### config.mk
export PLATFORM = sky130hd
export DESIGN_NAME = cmac_column_sequencer_flat
export DESIGN_NICKNAME = d
export VERILOG_FILES = /design/src/rtl/cmac_column_sequencer_if.sv /design/src/rtl/cmac_column_sequencer.sv /design/src/flat_wrapper.sv
export SDC_FILE = /design/constraint.sdc
export NUM_CORES = 1
export LEC_CHECK = 0
export BUFFER_PORTS_ARGS = -buffer_cell sky130_fd_sc_hd__buf_2
export CAP_MARGIN = 20
export CORE_MARGIN = 1
export CORE_UTILIZATION = 35
export DETAILED_ROUTE_END_ITERATION = 10
export PLACE_DENSITY_LB_ADDON = 0.12
export SYNTH_ARGS = -nofsm -noshare
export SYNTH_HDL_FRONTEND = slang
export SYNTH_SLANG_ARGS = --single-unit
### constraint.sdc
create_clock -name clk -period 10 [get_ports clk]
set_clock_uncertainty 0.1 [all_clocks]
set_input_delay 0 -clock clk [delete_from_list [all_inputs] [get_ports clk]]
set_output_delay 0 -clock clk [all_outputs]
set_load 0.03 [all_outputs]
### src/rtl/cmac_column_sequencer_if.sv
`default_nettype none
// ============================================================================
//  Module      : cmac_column_sequencer_if
//  Description : Job, weight, activation, column and result signals between
//                the tile scheduler / column datapath and the column sequencer.
//  Revision    : 1.0 - initial release
// ============================================================================
interface cmac_column_sequencer_if #(
    parameter int N_STAGES = 2,
    parameter int DATA_W   = 8,
    parameter int PSUM_W   = 24,
    parameter int ERR_W    = 16
);
    // Job control
    logic                         start;
    logic [7:0]                   vec_len;
    logic                         busy;
    logic                         done;
    // Weight load
    logic                         w_valid;
    logic                         w_ready;
    logic [N_STAGES*DATA_W-1:0]   w_data;
    // Activation stream
    logic                         a_valid;
    logic                         a_ready;
    logic [N_STAGES*DATA_W-1:0]   a_data;
    logic [PSUM_W-1:0]            psum_init;
    // Column datapath
    logic [N_STAGES*DATA_W-1:0]   weight_bus;
    logic                         weight_load;
    logic [N_STAGES*DATA_W-1:0]   act_bus;
    logic [PSUM_W-1:0]            psum_inj;
    logic [ERR_W-1:0]             err_inj;
    logic                         array_en;
    logic [PSUM_W-1:0]            psum_col;
    logic [ERR_W-1:0]             err_col;
    logic [N_STAGES-1:0]          err_sig_col;
    // Result
    logic                         r_valid;
    logic                         r_ready;
    logic [PSUM_W-1:0]            r_data;
    logic [15:0]                  err_count;

    // Scheduler / column side
    modport master (
        output start, vec_len, w_valid, w_data, a_valid, a_data, psum_init,
               psum_col, err_col, err_sig_col, r_ready,
        input  busy, done, w_ready, a_ready, weight_bus, weight_load, act_bus,
               psum_inj, err_inj, array_en, r_valid, r_data, err_count
    );

    // Sequencer side
    modport slave (
        input  start, vec_len, w_valid, w_data, a_valid, a_data, psum_init,
               psum_col, err_col, err_sig_col, r_ready,
        output busy, done, w_ready, a_ready, weight_bus, weight_load, act_bus,
               psum_inj, err_inj, array_en, r_valid, r_data, err_count
    );
endinterface
`default_nettype wire

### src/rtl/cmac_column_sequencer.sv
`default_nettype none
// ============================================================================
//  Module      : cmac_column_sequencer
//  Description : Sequences one systolic column of chained error-compensating
//                MAC stages: weight load, skewed activation streaming, tail
//                error compensation, result handshake and error counting.
//  Revision    : 1.0 - initial release
// ============================================================================
module cmac_column_sequencer #(
    parameter int N_STAGES = 2,
    parameter int DATA_W   = 8,
    parameter int PSUM_W   = 24,
    parameter int ERR_W    = 16
) (
    input  wire logic               clk,
    input  wire logic               rst,
    cmac_column_sequencer_if.slave  seq_if
);
    localparam int          VW        = N_STAGES * DATA_W;
    localparam logic [1:0]  S_IDLE    = 2'd0;
    localparam logic [1:0]  S_LOAD    = 2'd1;
    localparam logic [1:0]  S_STREAM  = 2'd2;
    localparam logic [1:0]  S_DRAIN   = 2'd3;
    localparam logic [15:0] C_ERR_MAX = 16'hFFFF;

    logic [1:0]          state_q, state_d;
    logic [7:0]          vec_len_q;
    logic [7:0]          issue_cnt_q;
    logic [VW-1:0]       weight_q;
    logic                weight_load_q;
    logic [PSUM_W-1:0]   psum_inj_q;
    logic [N_STAGES-1:0] inflight_q;
    logic                r_valid_q;
    logic [PSUM_W-1:0]   r_data_q;
    logic [15:0]         err_count_q;

    logic w_array_en, w_job_start, w_accept, w_last_issue, w_drain_empty;
    logic w_busy, w_w_ready, w_a_ready, w_done;
    wire  [VW-1:0] w_act_bus;

    // The whole column stalls only while a result is waiting to be taken
    assign w_array_en    = !(r_valid_q && !seq_if.r_ready);
    assign w_job_start   = (state_q == S_IDLE) && seq_if.start && (seq_if.vec_len != 8'd0);
    assign w_accept      = (state_q == S_STREAM) && seq_if.a_valid && w_array_en;
    assign w_last_issue  = (issue_cnt_q + 8'd1) == vec_len_q;
    // Skew lanes are never deeper than the in-flight pipe, so an empty pipe
    // also means the skew registers hold only bubbles
    assign w_drain_empty = (inflight_q == '0) && !r_valid_q;

    // State register
    always_ff @(posedge clk or posedge rst) begin
        if (rst) state_q <= S_IDLE;
        else     state_q <= state_d;
    end

    // Next-state logic
    always_comb begin
        state_d = state_q;
        case (state_q)
            S_IDLE:   if (w_job_start)                 state_d = S_LOAD;
            S_LOAD:   if (seq_if.w_valid)              state_d = S_STREAM;
            S_STREAM: if (w_accept && w_last_issue)    state_d = S_DRAIN;
            S_DRAIN:  if (w_drain_empty)               state_d = S_IDLE;
            default:                                   state_d = S_IDLE;
        endcase
    end

    // State-decoded outputs
    always_comb begin
        w_busy    = (state_q != S_IDLE);
        w_w_ready = (state_q == S_LOAD);
        w_a_ready = (state_q == S_STREAM) && w_array_en;
        w_done    = (state_q == S_DRAIN) && w_drain_empty;
    end

    // Job length, issue count, weight capture and error-event counter
    always_ff @(posedge clk or posedge rst) begin
        if (rst) begin
            vec_len_q     <= '0;
            issue_cnt_q   <= '0;
            weight_q      <= '0;
            weight_load_q <= 1'b0;
            err_count_q   <= '0;
        end else begin
            weight_load_q <= 1'b0;
            if (w_job_start) begin
                vec_len_q   <= seq_if.vec_len;
                issue_cnt_q <= '0;
            end else if (w_accept) begin
                issue_cnt_q <= issue_cnt_q + 8'd1;
            end
            if (w_w_ready && seq_if.w_valid) begin
                weight_q      <= seq_if.w_data;
                weight_load_q <= 1'b1;
            end
            if (w_job_start) begin
                err_count_q <= '0;
            end else if (w_array_en && (|seq_if.err_sig_col) && (|inflight_q)
                         && (err_count_q != C_ERR_MAX)) begin
                err_count_q <= err_count_q + 16'd1;
            end
        end
    end

    // Stage-0 partial-sum injection and in-flight markers advance with the column
    always_ff @(posedge clk or posedge rst) begin
        if (rst) begin
            psum_inj_q <= '0;
            inflight_q <= '0;
        end else if (w_array_en) begin
            psum_inj_q    <= w_accept ? seq_if.psum_init : '0;
            inflight_q[0] <= w_accept;
            for (int i = 1; i < N_STAGES; i++) begin
                inflight_q[i] <= inflight_q[i-1];
            end
        end
    end

    // Tail result register: compensate the final partial sum with the error product
    always_ff @(posedge clk or posedge rst) begin
        if (rst) begin
            r_valid_q <= 1'b0;
            r_data_q  <= '0;
        end else if (w_array_en && inflight_q[N_STAGES-1]) begin
            r_valid_q <= 1'b1;
            r_data_q  <= seq_if.psum_col + PSUM_W'(seq_if.err_col);
        end else if (seq_if.r_ready) begin
            r_valid_q <= 1'b0;
        end
    end

    // Activation lanes: lane k reaches its stage k cycles after lane 0
    generate
        for (genvar k = 0; k < N_STAGES; k++) begin : g_lane
            logic [DATA_W-1:0] w_elem;
            logic [DATA_W-1:0] lane_q;

            assign w_elem = w_accept ? seq_if.a_data[k*DATA_W +: DATA_W] : '0;

            if (k == 0) begin : g_direct
                // Lane 0 drives its stage directly
                always_ff @(posedge clk or posedge rst) begin
                    if (rst)             lane_q <= '0;
                    else if (w_array_en) lane_q <= w_elem;
                end
            end else begin : g_skewed
                logic [DATA_W-1:0] skew_q [k];
                // Lane k passes through k skew registers before its stage
                always_ff @(posedge clk or posedge rst) begin
                    if (rst) begin
                        for (int j = 0; j < k; j++) skew_q[j] <= '0;
                        lane_q <= '0;
                    end else if (w_array_en) begin
                        skew_q[0] <= w_elem;
                        for (int j = 1; j < k; j++) skew_q[j] <= skew_q[j-1];
                        lane_q <= skew_q[k-1];
                    end
                end
            end

            assign w_act_bus[k*DATA_W +: DATA_W] = lane_q;
        end
    endgenerate

    assign seq_if.busy        = w_busy;
    assign seq_if.done        = w_done;
    assign seq_if.w_ready     = w_w_ready;
    assign seq_if.a_ready     = w_a_ready;
    assign seq_if.weight_bus  = weight_q;
    assign seq_if.weight_load = weight_load_q;
    assign seq_if.act_bus     = w_act_bus;
    assign seq_if.psum_inj    = psum_inj_q;
    assign seq_if.err_inj     = '0;
    assign seq_if.array_en    = w_array_en;
    assign seq_if.r_valid     = r_valid_q;
    assign seq_if.r_data      = r_data_q;
    assign seq_if.err_count   = err_count_q;

endmodule
`default_nettype wire

### src/flat_wrapper.sv
// flat-port wrapper written by rule: the top's interface ports become plain ports
module cmac_column_sequencer_flat 
#(
    parameter int N_STAGES = 2,
    parameter int DATA_W   = 8,
    parameter int PSUM_W   = 24,
    parameter int ERR_W    = 16
)
  (clk, rst, seq_if_start, seq_if_vec_len, seq_if_w_valid, seq_if_w_data, seq_if_a_valid, seq_if_a_data, seq_if_psum_init, seq_if_psum_col, seq_if_err_col, seq_if_err_sig_col, seq_if_r_ready, seq_if_busy, seq_if_done, seq_if_w_ready, seq_if_a_ready, seq_if_weight_bus, seq_if_weight_load, seq_if_act_bus, seq_if_psum_inj, seq_if_err_inj, seq_if_array_en, seq_if_r_valid, seq_if_r_data, seq_if_err_count);
  cmac_column_sequencer_if #(.N_STAGES(N_STAGES), .DATA_W(DATA_W), .PSUM_W(PSUM_W), .ERR_W(ERR_W)) seq_if_i ();
  input  wire logic clk;
  input  wire logic rst;
  input wire logic [$bits(seq_if_i.start)-1:0] seq_if_start;
  input wire logic [$bits(seq_if_i.vec_len)-1:0] seq_if_vec_len;
  input wire logic [$bits(seq_if_i.w_valid)-1:0] seq_if_w_valid;
  input wire logic [$bits(seq_if_i.w_data)-1:0] seq_if_w_data;
  input wire logic [$bits(seq_if_i.a_valid)-1:0] seq_if_a_valid;
  input wire logic [$bits(seq_if_i.a_data)-1:0] seq_if_a_data;
  input wire logic [$bits(seq_if_i.psum_init)-1:0] seq_if_psum_init;
  input wire logic [$bits(seq_if_i.psum_col)-1:0] seq_if_psum_col;
  input wire logic [$bits(seq_if_i.err_col)-1:0] seq_if_err_col;
  input wire logic [$bits(seq_if_i.err_sig_col)-1:0] seq_if_err_sig_col;
  input wire logic [$bits(seq_if_i.r_ready)-1:0] seq_if_r_ready;
  output wire logic [$bits(seq_if_i.busy)-1:0] seq_if_busy;
  output wire logic [$bits(seq_if_i.done)-1:0] seq_if_done;
  output wire logic [$bits(seq_if_i.w_ready)-1:0] seq_if_w_ready;
  output wire logic [$bits(seq_if_i.a_ready)-1:0] seq_if_a_ready;
  output wire logic [$bits(seq_if_i.weight_bus)-1:0] seq_if_weight_bus;
  output wire logic [$bits(seq_if_i.weight_load)-1:0] seq_if_weight_load;
  output wire logic [$bits(seq_if_i.act_bus)-1:0] seq_if_act_bus;
  output wire logic [$bits(seq_if_i.psum_inj)-1:0] seq_if_psum_inj;
  output wire logic [$bits(seq_if_i.err_inj)-1:0] seq_if_err_inj;
  output wire logic [$bits(seq_if_i.array_en)-1:0] seq_if_array_en;
  output wire logic [$bits(seq_if_i.r_valid)-1:0] seq_if_r_valid;
  output wire logic [$bits(seq_if_i.r_data)-1:0] seq_if_r_data;
  output wire logic [$bits(seq_if_i.err_count)-1:0] seq_if_err_count;
  assign seq_if_i.start = seq_if_start;
  assign seq_if_i.vec_len = seq_if_vec_len;
  assign seq_if_i.w_valid = seq_if_w_valid;
  assign seq_if_i.w_data = seq_if_w_data;
  assign seq_if_i.a_valid = seq_if_a_valid;
  assign seq_if_i.a_data = seq_if_a_data;
  assign seq_if_i.psum_init = seq_if_psum_init;
  assign seq_if_i.psum_col = seq_if_psum_col;
  assign seq_if_i.err_col = seq_if_err_col;
  assign seq_if_i.err_sig_col = seq_if_err_sig_col;
  assign seq_if_i.r_ready = seq_if_r_ready;
  assign seq_if_busy = seq_if_i.busy;
  assign seq_if_done = seq_if_i.done;
  assign seq_if_w_ready = seq_if_i.w_ready;
  assign seq_if_a_ready = seq_if_i.a_ready;
  assign seq_if_weight_bus = seq_if_i.weight_bus;
  assign seq_if_weight_load = seq_if_i.weight_load;
  assign seq_if_act_bus = seq_if_i.act_bus;
  assign seq_if_psum_inj = seq_if_i.psum_inj;
  assign seq_if_err_inj = seq_if_i.err_inj;
  assign seq_if_array_en = seq_if_i.array_en;
  assign seq_if_r_valid = seq_if_i.r_valid;
  assign seq_if_r_data = seq_if_i.r_data;
  assign seq_if_err_count = seq_if_i.err_count;
  cmac_column_sequencer #(.N_STAGES(N_STAGES), .DATA_W(DATA_W), .PSUM_W(PSUM_W), .ERR_W(ERR_W)) u_core (.clk(clk), .rst(rst), .seq_if(seq_if_i));
endmodule
==> impl_metrics.csv <==
group,metric,value,unit
sta,setup_violations,0,
placed_design,gp_congestion,0.7992,
clocking,cts_setup_buffers,0,
synth,synth.largest_area_cell,"dfrtp_1",
power,swShare,37.48,%
sta,worst_slack,6.142,ns
synth,async_reset_ff_share,100.0,%
layout,nNetsFinal,1017,
layout,area_growth,45.39,%
clocking,cts_tree,"done",
power,clkPwrFrac,29.2,%
synth,synth.avg_cell_area,10.66,µm²
die,die_w,134.8,µm
synth,yosys-top-cells-count,"126 x dfrtp_1, 81 x nand2_1, 40 x a22o_1",
worst_setup_path,worst_setup_path_end_kind,"register",
power,power.switching,878.6,µW
sta,rsz0062_at_grt,"false",
die,core.rowCount,48,
power,peakVddDrop,0.1294,mV
clocking,cts_root_buffer,"clkbuf_16",
die,dieHeight,134.8,µm
sta,slew_headroom,35.29,%
clocking,htreeDepth,4,
clocking,cts_buffers,17,
worst_hold_path,hold_path_class,"in2reg",
layout,drive_gt1_share,31.43,%
synth,synth_area_leaders,"dfrtp_1 51%, a22o_1 5.7%, nand2_1 4.9%",
synth,synth_seq_cells,126,
synth,synth_top_area_share,51.11,%
worst_setup_path,cp-start-kind,"primary input",
sta,fin_tns_setup,0,ns
drt,drtIter0Drc,156,
power,leakage,4.565,nW
drt,num_vias,5353,
global_route,grt_pass1_wl,25760,µm
clocking,cts.clk_slew.worst_paths,0.05,ns
drt,final_antenna_net_count,0,
worst_setup_path,cp_max_fo,5,
worst_setup_path,path_class,"in2reg",
sta,slew_violations,0,
sta,whs,0.01746,ns
worst_setup_path,crit_required,10.24,ns
synth,synthCells,579,
power,combPwrFrac,38.3,%
power,power.internal,1.466,mW
sta,fin_crit_sh,38.58,%
global_route,grt_max_degree,68,
sta,fin_crit,3.858,ns
power,p_per_area,261.4,nW/µm²
drt,dr.pass1.iters,4,
global_route,grt_pass1_vias,5232,
die,coreArea,17240,µm²
clocking,clk_path_buf_depth,2,
synth,synth-edff-count,0,
synth,yosysSeqAreaShare,51.11,%
layout,fin_cells,1117,
synth,yosysMostFrequentCell,"dfrtp_1",
die,dieArea,18160,µm²
placed_design,detailedPlace.worstSlack,6.445,ns
sta,finalHoldViolCount,0,
drt,wl_per_cell,14.28,µm
outcome,outcome,"completed",
power,pwr-share-seq,32.5,%
placed_design,place_hpwl,10810,µm
sta,fmax,259.2,MHz
worst_setup_path,arrival,4.10,ns
global_route,grt_overflow_total,0,
die,start_util,35.79,%
clocking,cts.sinks,126,
drt,drc,0,
synth,synth_cell_types,59,
synth,ys.flop_type,"dfrtp_1",
layout,final_core_util,52.04,%
global_route,grt_util_all_layers,18.17,%
die,io_pins,231,
run,drv_cap,0,
synth,syn-cell-area,6170,µm²
placed_design,port_buffers,214,
synth,yosysWarnings,0,
drt,via_per_inst,4.792,
clocking,clkLatencyLatePin,0.40,ns
global_route,grt_antenna_before_repair,1,
drt,drt_wl_total,15950,µm
sta,tightestPinTransition,0.9706,ns
placed_design,dpl.cell_count,997,
logic make-up (layout without fill, tap and decap cells):
| kind of cell | after synthesis | count (layout) | synth area share, % |
|---|---|---|---|
| AOI/OAI and AO/OA | 121 | 121 | 14.14 |
| xor gates and xnor gates | 41 | 41 | 5.942 |
| adders and majority gates | 24 | 24 | 4.989 |
| buffers and inverters | 56 | 353 | 4.705 |
| DFF | 126 | 126 | 51.11 |
| muxes | 28 | 28 | 5.090 |
| other | 1 | 17 | 0.06078 |
| and+or+nand+nor | 182 | 182 | 13.97 |
registers in the layout (all words and copies together), names as in the netlist:
name	cells
u_core.seq_if.psum_inj	24
u_core.seq_if.r_data	24
u_core.g_lane.lane_q	16
u_core.seq_if.err_count	16
u_core.seq_if.weight_bus	16
u_core.g_lane.g_skewed.skew_q	8
u_core.issue_cnt_q	8
u_core.vec_len_q	8
u_core.inflight_q	2
u_core.state_q	2
u_core.seq_if.r_valid	1
u_core.seq_if.weight_load	1
through the flow:
stage               total power, mW  area (µm²)
global route                  2.487        8967
global placement              1.610        7386
detailed placement            1.625        7386
floorplan                     1.381        6226
CTS                           2.356        8920
finish                        2.344        8970
final timing paths:
path,end,slack [ns],startpoint,cells after the start
worst max-delay path,u_core.seq_if.r_data[18],6.14,seq_if_psum_col[0],14
worst min-delay path,u_core.seq_if.r_data[5],0.02,seq_if_psum_col[5],4
worst max register to register,u_core.state_q[1],6.83,u_core.state_q[0],8
worst min register to register,u_core.seq_if.r_data[3],0.37,u_core.seq_if.r_data[3],2
max in group asynchronous,u_core.state_q[1],8.26,rst,4
min in group asynchronous,u_core.seq_if.r_data[4],0.19,rst,3
critical path: stages:
cell	delay, ns
dlygate4sd3_1	0.52
buf_2	0.10
ha_1	0.18
inv_1	0.07
fa_1	0.41
nor2b_1	0.18
o2111ai_1	0.15
a21oi_1	0.29
o211ai_1	0.21
o21ai_1	0.52
nand4_1	0.15
dlygate4sd3_1	0.58
a31oi_1	0.16
dlygate4sd3_1	0.57
cell type report:
| class | count | area (µm²) |
|---|---|---|
| antenna | 1 | 2.502 |
| clock buffer | 23 | 498.0 |
| clock inverter | 6 | 155.1 |
| fill | 1577 | 8267 |
| inverter | 18 | 71.32 |
| multi-input combinational | 412 | 2794 |
| sequential | 126 | 3153 |
| tap | 225 | 281.5 |
| timing repair buffer | 306 | 2014 |
cell usage in the layout (no fill, tap or decap), drive strengths merged, types with 17 or more instances in the layout:
| cell | n |
|---|---|
| xnor2 | 19 |
| dfrtp | 126 |
| inv | 17 |
| buf | 218 |
| nand2 | 81 |
| a22o | 40 |
| dlygate4sd3 | 88 |
| nor2 | 38 |
| ha | 23 |
| xor2 | 22 |
| clkbuf | 23 |
| o21ai | 26 |
| mux2 | 24 |
metal layers:
| metal | vias to the layer above | share of wire [%] | global-route usage (%) |
|---|---|---|---|
| met2 | 165 | 47 | 28.81 |
| met5 | - | 0 | 0 |
| li1 | 2615 | - | - |
| met4 | 0 | 1.8 | 7.241 |
| met3 | 23 | 5.4 | 4.805 |
| met1 | 2550 | 46 | 23.60 |
power by group through the flow:
| stage | Sequential, mW | Combinational, mW | Clock [mW] |
|---|---|---|---|
| floorplan | 0.987 | 0.393 | 0 |
| global placement | 0.766 | 0.844 | 0 |
| detailed placement | 0.769 | 0.856 | 0 |
| CTS | 0.763 | 0.892 | 0.702 |
| global route | 0.785 | 0.975 | 0.726 |
| finish | 0.763 | 0.898 | 0.684 |
repair_timing:
item,4_1_cts,5_1_grt
resized for setup,0,0
hold buffers,88,0
setup endpoints to repair,0,0
endpoints found under the hold margin,148,0
Power figures use the tool's default switching activity.
